### config.mk
export PLATFORM = sky130hd
export DESIGN_NAME = riscv_muldiv_unit_flat
export DESIGN_NICKNAME = d
export VERILOG_FILES = /design/src/rtl/riscv_muldiv_pkg.sv /design/src/rtl/riscv_muldiv_if.sv /design/src/rtl/riscv_muldiv_unit.sv /design/src/flat_wrapper.sv
export SDC_FILE = /design/constraint.sdc
export NUM_CORES = 1
export LEC_CHECK = 0
export ABC_AREA = 0
export BUFFER_PORTS_ARGS = -buffer_cell sky130_fd_sc_hd__buf_2
export CORE_ASPECT_RATIO = 0.5
export CORE_MARGIN = 2
export CORE_UTILIZATION = 52
export DETAILED_ROUTE_END_ITERATION = 6
export PLACE_DENSITY = 0.8
export SLEW_MARGIN = 15
export SYNTH_ARGS = -nofsm -noshare
export SYNTH_HDL_FRONTEND = slang
export SYNTH_SLANG_ARGS = --single-unit
### constraint.sdc
create_clock -name clk -period 10.4 [get_ports clk]
set_input_delay 1.56 -clock clk [delete_from_list [all_inputs] [get_ports clk]]
set_output_delay 1.56 -clock clk [all_outputs]
set_load 0.02 [all_outputs]
### src/rtl/riscv_muldiv_pkg.sv
// Shared encodings and constants for the RV32M iterative multiply/divide unit.
package riscv_muldiv_pkg;

    localparam logic [2:0] OP_MUL    = 3'b000;
    localparam logic [2:0] OP_MULH   = 3'b001;
    localparam logic [2:0] OP_MULHSU = 3'b010;
    localparam logic [2:0] OP_MULHU  = 3'b011;
    localparam logic [2:0] OP_DIV    = 3'b100;
    localparam logic [2:0] OP_DIVU   = 3'b101;
    localparam logic [2:0] OP_REM    = 3'b110;
    localparam logic [2:0] OP_REMU   = 3'b111;

    localparam int MULDIV_ITER    = 32;
    localparam int MULDIV_LATENCY = 34;

    typedef enum logic [1:0] {
        ST_IDLE   = 2'd0,
        ST_CALC   = 2'd1,
        ST_FINISH = 2'd2
    } muldiv_state_t;

    // funct3 bit 2 separates the divide family from the multiply family.
    function automatic logic op_is_div(input logic [2:0] op);
        return op[2];
    endfunction

    function automatic logic op_a_signed(input logic [2:0] op);
        return (op == OP_MUL) || (op == OP_MULH) || (op == OP_MULHSU) ||
               (op == OP_DIV) || (op == OP_REM);
    endfunction

    function automatic logic op_b_signed(input logic [2:0] op);
        return (op == OP_MUL) || (op == OP_MULH) ||
               (op == OP_DIV) || (op == OP_REM);
    endfunction

endpackage

### src/rtl/riscv_muldiv_if.sv
// Start/busy/done request bus between the execute-stage control and the mul/div unit.
interface riscv_muldiv_if #(
    parameter int XLEN = 32
) ();
    logic            start;
    logic [2:0]      MulDivOp;
    logic [XLEN-1:0] SrcA;
    logic [XLEN-1:0] SrcB;
    logic            busy;
    logic            done;
    logic [XLEN-1:0] Result;
    logic            Zero;

    modport master (
        output start, MulDivOp, SrcA, SrcB,
        input  busy, done, Result, Zero
    );

    modport slave (
        input  start, MulDivOp, SrcA, SrcB,
        output busy, done, Result, Zero
    );
endinterface

### src/rtl/riscv_muldiv_unit.sv
// Iterative RV32M unit: 32-step shift-add multiply / restoring divide on magnitudes,
// with sign fix-up and RISC-V special cases applied in a single finishing cycle.
module riscv_muldiv_unit
    import riscv_muldiv_pkg::*;
#(
    parameter int XLEN = 32
) (
    input  logic          clk,
    input  logic          reset,
    riscv_muldiv_if.slave mdu
);

    localparam int              CNT_W    = $clog2(MULDIV_ITER);
    localparam logic [CNT_W-1:0] CNT_LAST = CNT_W'(MULDIV_ITER - 1);
    localparam logic [XLEN-1:0]  ALL_ONES = {XLEN{1'b1}};
    localparam logic [XLEN-1:0]  MOST_NEG = {1'b1, {(XLEN-1){1'b0}}};

    function automatic logic [XLEN-1:0] cond_neg(input logic [XLEN-1:0] v, input logic neg);
        return neg ? (~v + XLEN'(1)) : v;
    endfunction

    function automatic logic [2*XLEN-1:0] cond_neg_wide(input logic [2*XLEN-1:0] v,
                                                       input logic neg);
        return neg ? (~v + (2*XLEN)'(1)) : v;
    endfunction

    muldiv_state_t     r_state;
    muldiv_state_t     w_state_nxt;
    logic [CNT_W-1:0]  r_count;
    logic [2:0]        r_op;
    logic              r_sign_a;
    logic              r_sign_b;
    logic              r_b_zero;
    logic              r_ovf;
    logic [XLEN-1:0]   r_src_a;
    logic [XLEN-1:0]   r_work;
    logic [2*XLEN-1:0] r_acc;
    logic              r_done;
    logic [XLEN-1:0]   r_result;
    logic              r_zero;

    logic              w_sign_a_in;
    logic              w_sign_b_in;
    logic [XLEN-1:0]   w_abs_a;
    logic [XLEN-1:0]   w_abs_b;
    logic [XLEN:0]     w_mul_sum;
    logic [XLEN:0]     w_rem_sh;
    logic              w_ge;
    logic [XLEN-1:0]   w_rem_sub;
    logic [XLEN-1:0]   w_rem_nxt;
    logic [2*XLEN-1:0] w_prod;
    logic [XLEN-1:0]   w_quot;
    logic [XLEN-1:0]   w_rem;
    logic [XLEN-1:0]   w_res;

    always_ff @(posedge clk) begin
        if (reset) begin
            r_state <= ST_IDLE;
        end else begin
            r_state <= w_state_nxt;
        end
    end

    always_comb begin
        w_state_nxt = r_state;
        case (r_state)
            ST_IDLE:   if (mdu.start) w_state_nxt = ST_CALC;
            ST_CALC:   if (r_count == CNT_LAST) w_state_nxt = ST_FINISH;
            ST_FINISH: w_state_nxt = ST_IDLE;
            default:   w_state_nxt = ST_IDLE;
        endcase
    end

    assign w_sign_a_in = op_a_signed(mdu.MulDivOp) & mdu.SrcA[XLEN-1];
    assign w_sign_b_in = op_b_signed(mdu.MulDivOp) & mdu.SrcB[XLEN-1];
    assign w_abs_a     = cond_neg(mdu.SrcA, w_sign_a_in);
    assign w_abs_b     = cond_neg(mdu.SrcB, w_sign_b_in);

    // Multiply: r_acc = {partial product, remaining multiplier bits}, shifted right each step.
    assign w_mul_sum = {1'b0, r_acc[2*XLEN-1:XLEN]} + (r_acc[0] ? {1'b0, r_work} : '0);

    // Divide: r_acc = {partial remainder, dividend/quotient bits}, shifted left each step.
    assign w_rem_sh  = r_acc[2*XLEN-1:XLEN-1];
    assign w_ge      = (w_rem_sh >= {1'b0, r_work});
    assign w_rem_sub = w_rem_sh[XLEN-1:0] - r_work;
    assign w_rem_nxt = w_ge ? w_rem_sub : w_rem_sh[XLEN-1:0];

    assign w_prod = cond_neg_wide(r_acc, r_sign_a ^ r_sign_b);
    assign w_quot = cond_neg(r_acc[XLEN-1:0], r_sign_a ^ r_sign_b);
    assign w_rem  = cond_neg(r_acc[2*XLEN-1:XLEN], r_sign_a);

    always_comb begin
        w_res = '0;
        case (r_op)
            OP_MUL:    w_res = w_prod[XLEN-1:0];
            OP_MULH,
            OP_MULHSU,
            OP_MULHU:  w_res = w_prod[2*XLEN-1:XLEN];
            OP_DIV:    w_res = r_b_zero ? ALL_ONES : (r_ovf ? MOST_NEG : w_quot);
            OP_DIVU:   w_res = r_b_zero ? ALL_ONES : w_quot;
            OP_REM:    w_res = r_b_zero ? r_src_a : (r_ovf ? '0 : w_rem);
            OP_REMU:   w_res = r_b_zero ? r_src_a : w_rem;
            default:   w_res = '0;
        endcase
    end

    always_ff @(posedge clk) begin
        if (reset) begin
            r_count  <= '0;
            r_op     <= OP_MUL;
            r_sign_a <= 1'b0;
            r_sign_b <= 1'b0;
            r_b_zero <= 1'b0;
            r_ovf    <= 1'b0;
            r_src_a  <= '0;
            r_work   <= '0;
            r_acc    <= '0;
            r_done   <= 1'b0;
            r_result <= '0;
            r_zero   <= 1'b1;
        end else begin
            r_done <= 1'b0;
            case (r_state)
                ST_IDLE: begin
                    if (mdu.start) begin
                        r_count  <= '0;
                        r_op     <= mdu.MulDivOp;
                        r_sign_a <= w_sign_a_in;
                        r_sign_b <= w_sign_b_in;
                        r_b_zero <= (mdu.SrcB == '0);
                        r_ovf    <= (mdu.SrcA == MOST_NEG) && (mdu.SrcB == ALL_ONES);
                        r_src_a  <= mdu.SrcA;
                        if (op_is_div(mdu.MulDivOp)) begin
                            r_acc  <= {{XLEN{1'b0}}, w_abs_a};
                            r_work <= w_abs_b;
                        end else begin
                            r_acc  <= {{XLEN{1'b0}}, w_abs_b};
                            r_work <= w_abs_a;
                        end
                    end
                end
                ST_CALC: begin
                    r_count <= r_count + 1'b1;
                    if (op_is_div(r_op)) begin
                        r_acc <= {w_rem_nxt, r_acc[XLEN-2:0], w_ge};
                    end else begin
                        r_acc <= {w_mul_sum, r_acc[XLEN-1:1]};
                    end
                end
                ST_FINISH: begin
                    r_result <= w_res;
                    r_zero   <= (w_res == '0);
                    r_done   <= 1'b1;
                end
                default: ;
            endcase
        end
    end

    assign mdu.busy   = (r_state != ST_IDLE);
    assign mdu.done   = r_done;
    assign mdu.Result = r_result;
    assign mdu.Zero   = r_zero;

endmodule

### src/flat_wrapper.sv
// flat-port wrapper written by rule: the top's interface ports become plain ports
module riscv_muldiv_unit_flat import riscv_muldiv_pkg::*;
#(
    parameter int XLEN = 32
)
  (clk, reset, mdu_start, mdu_MulDivOp, mdu_SrcA, mdu_SrcB, mdu_busy, mdu_done, mdu_Result, mdu_Zero);
  riscv_muldiv_if #(.XLEN(XLEN)) mdu_i ();
  input  logic clk;
  input  logic reset;
  input wire logic [$bits(mdu_i.start)-1:0] mdu_start;
  input wire logic [$bits(mdu_i.MulDivOp)-1:0] mdu_MulDivOp;
  input wire logic [$bits(mdu_i.SrcA)-1:0] mdu_SrcA;
  input wire logic [$bits(mdu_i.SrcB)-1:0] mdu_SrcB;
  output wire logic [$bits(mdu_i.busy)-1:0] mdu_busy;
  output wire logic [$bits(mdu_i.done)-1:0] mdu_done;
  output wire logic [$bits(mdu_i.Result)-1:0] mdu_Result;
  output wire logic [$bits(mdu_i.Zero)-1:0] mdu_Zero;
  assign mdu_i.start = mdu_start;
  assign mdu_i.MulDivOp = mdu_MulDivOp;
  assign mdu_i.SrcA = mdu_SrcA;
  assign mdu_i.SrcB = mdu_SrcB;
  assign mdu_busy = mdu_i.busy;
  assign mdu_done = mdu_i.done;
  assign mdu_Result = mdu_i.Result;
  assign mdu_Zero = mdu_i.Zero;
  riscv_muldiv_unit #(.XLEN(XLEN)) u_core (.clk(clk), .reset(reset), .mdu(mdu_i));
endmodule
==> results.cfg <==
[sta]
worst-slew-pin-transition_ns = 1.09
fin_setup_tns_ns = 0
fmax_mhz = 225
finalClockSkew_ns = 0.0127
rsz0062_at_grt = false
hold_violations = 0
min_period_ns = 4.44
slew_headroom = 0.263
slew_violations = 0
fin_crit_sh = 0.427
report.final.setup_viol = 0
whs_ns = 0.453

[yosys]
synth_flop_cell = dfxtp_1
synth_top_area_cell = dfxtp_1
synthCells = 2228
yosys-top-cells-count = nor2_1, nand2_1, a21oi_1
yosysMostFrequentCell = nor2_1
ys_warn_count = 0
synth_nets = 2372
synth_edf_count = 0
synth_top_area_share = 0.221
synth_cell_type_count = 82
synth_area_um2 = 16000
ys_seq_elements = 176
avgSynthCellArea_um2 = 7.17
async_flop_share = 0
seq_area_frac_synth = 0.221
synth_area_leaders = dfxtp_1, a21oi_1, xnor2_1, ha_1, nor2_1

[cells_and_area]
layout.nets = 2336
finalNonFillerCells = 2603
multi_input_area_um2 = 11500
nFillCells = 2830
antenna_cells = 0
final_util = 0.566
layout-drive-gt1-share = 0.0880
syn2layout_area_growth_pct = 7.41
stdcell_area_um2 = 17100
seq_area_um2 = 3530

[floorplan]
fp.dieArea_um2 = 32200
start_util = 0.527
dieHeight_um = 128
row_count = 45
fp.coreArea_um2 = 30300
ioPinCount = 105
fp.dieW_um = 252

[power]
ir_worst_vdd_mv = 0.128
leakage_nw = 6.88
power-per-cell-area_nw_per_um2 = 134

[clock_tree]
clkSinkCount = 176
cts_hold_buf = 0
clock_latency_ns = 0.48
cts_buffers = 17
cts_htree_levels = 4
cts_tree = yes
post_cts_buffers = 0
cts_buffer_depth = 2
post_cts_resized = 0
clkTransAtPathRegs_ns = 0.08
clockRootBuffer = clkbuf_16

[run_status]
status = finished, final reports clean

[drt]
routedWlPerCell_um = 22.0
routed_wirelength_um = 57300
viasPerCell = 6.68
drt_first_pass_iters = 7
drc = 0
via_count = 17400
ant_nets = 0
drtIter0Drc = 2640

[critical_path]
endpoint_kind = flip-flop
critPathKind = flip-flop to flip-flop
regToRegSetupSlack_ns = 5.96
crit_fanout = 11
startpoint_type = flip-flop
crit-reg2reg-launch = u_core.r_acc[48]
critPathLaunch = u_core.r_acc[48]
required_ns = 10.79
worst_r2r_endpoint = u_core.mdu.Zero
crit_path_end = u_core.mdu.Zero
arrival_ns = 4.84
r2r_cells = 10

[placement]
dp_cells = 2572
gp_congestion = 1.04
hpwl_um = 43000
post_dp_cell_area_um2 = 16500
io_buffer_count = 104

[hold_path]
min_path_type = flip-flop to flip-flop
min_from = u_core.r_src_a[0]

[grt]
grt_overflow = 0
grt_use_met3 = 0.124
first_global_vias = 15100
antenna_found_initial = 0
use_met2 = 0.488
track_usage = 0.350
met1_usage = 0.497
grt_start_max_net_pins = 86
grt_pass1_wl_um = 88200
grt_busiest_layer = met1

[flow_run]
cap_violations = 0
-- critical path, stage by stage, from the launching register on --
cell and delay, ns:
dfxtp_1 0.49, or4_1 0.75, or4b_1 0.71, o41ai_1 0.35, xor2_1 0.23, o41ai_1 0.10, a211oi_1 0.91, nand4_1 0.17
nor2_1 0.25, nand4_1 0.14, o31ai_2 0.26
-- sequential cells by signal (all words and copies together), names as in the netlist, 2 cells and up --
signal and flops:
u_core.r_src_a 32, u_core.r_op 3, u_core.r_work 32, u_core.r_count 5, u_core.r_state 2, u_core.r_acc 64
u_core.mdu.Result 32
-- stage by stage --
| stage | setup slack, ns | total power (W) |
|---|---|---|
| floorplan | 6.37 | 0.00134 |
| global placement | 6.04 | 0.00155 |
| detailed placement | 5.99 | 0.00156 |
| CTS | 6.18 | 0.00225 |
| global route | 5.88 | 0.00238 |
| finish | 5.96 | 0.00229 |
-- layout by cell type (no fill, tap or decap), types with 26 or more instances in the layout --
cell type,count
o21ai_0,101
nand2_1,238
dfxtp_1,175
xor2_1,74
nor3_1,49
inv_1,74
a211oi_1,119
nand3_1,41
ha_1,72
o211ai_1,45
xnor2_1,103
buf_2,103
nor2_1,240
a21o_1,36
nor4_1,29
buf_4,26
a21oi_1,226
nand4_1,29
mux2i_1,60
-- layout make-up --
cell class | instances | area share
multi-input cells | 1793 | 0.671
flip-flops and latches | 176 | 0.206
repair buffers | 129 | 0.0414
well taps | 399 | 0.0291
clock buffers | 18 | 0.0263
inverters | 75 | 0.0164
clock inverters | 13 | 0.0101
-- worst min path at each step --
stage / endpoint / slack [ns] / depth (start not counted)
final: u_core.r_src_a[0] / 0.45 / 2
after global routing: u_core.r_src_a[0] / 0.48 / 2
after CTS: u_core.r_src_a[26] / 0.45 / 2
after detailed placement: u_core.r_src_a[26] / 0.45 / 2
after global placement: u_core.r_work[23] / 0.44 / 2
after floorplan: u_core.r_count[3] / 0.43 / 1
-- logic make-up (layout without fill, tap and decap cells) --
kind of cell               Yosys count  in the layout  share of synthesized area
AOI/OAI and AO/OA                  722            722                      0.296
xor gates and xnor gates           179            179                     0.0982
adders and majority gates           74             74                     0.0589
buffers and inverters              259            235                     0.0623
DFF                                176            176                      0.221
muxes                               67             67                     0.0426
and+or+nand+nor                    751            751                      0.221
-- report_power, final --
part | switching [W] | internal [W]
Clock | 0.000323 | 0.000376
Sequential | 0.0000732 | 0.000711
Combinational | 0.000517 | 0.000289
-- metal layers --
layer,up-vias,share of wire
met5,-,0
met4,0,0.031
met3,137,0.16
met2,1093,0.40
met1,8099,0.42
li1,8049,-
Note: power is estimated with default switching activity, not from simulation.
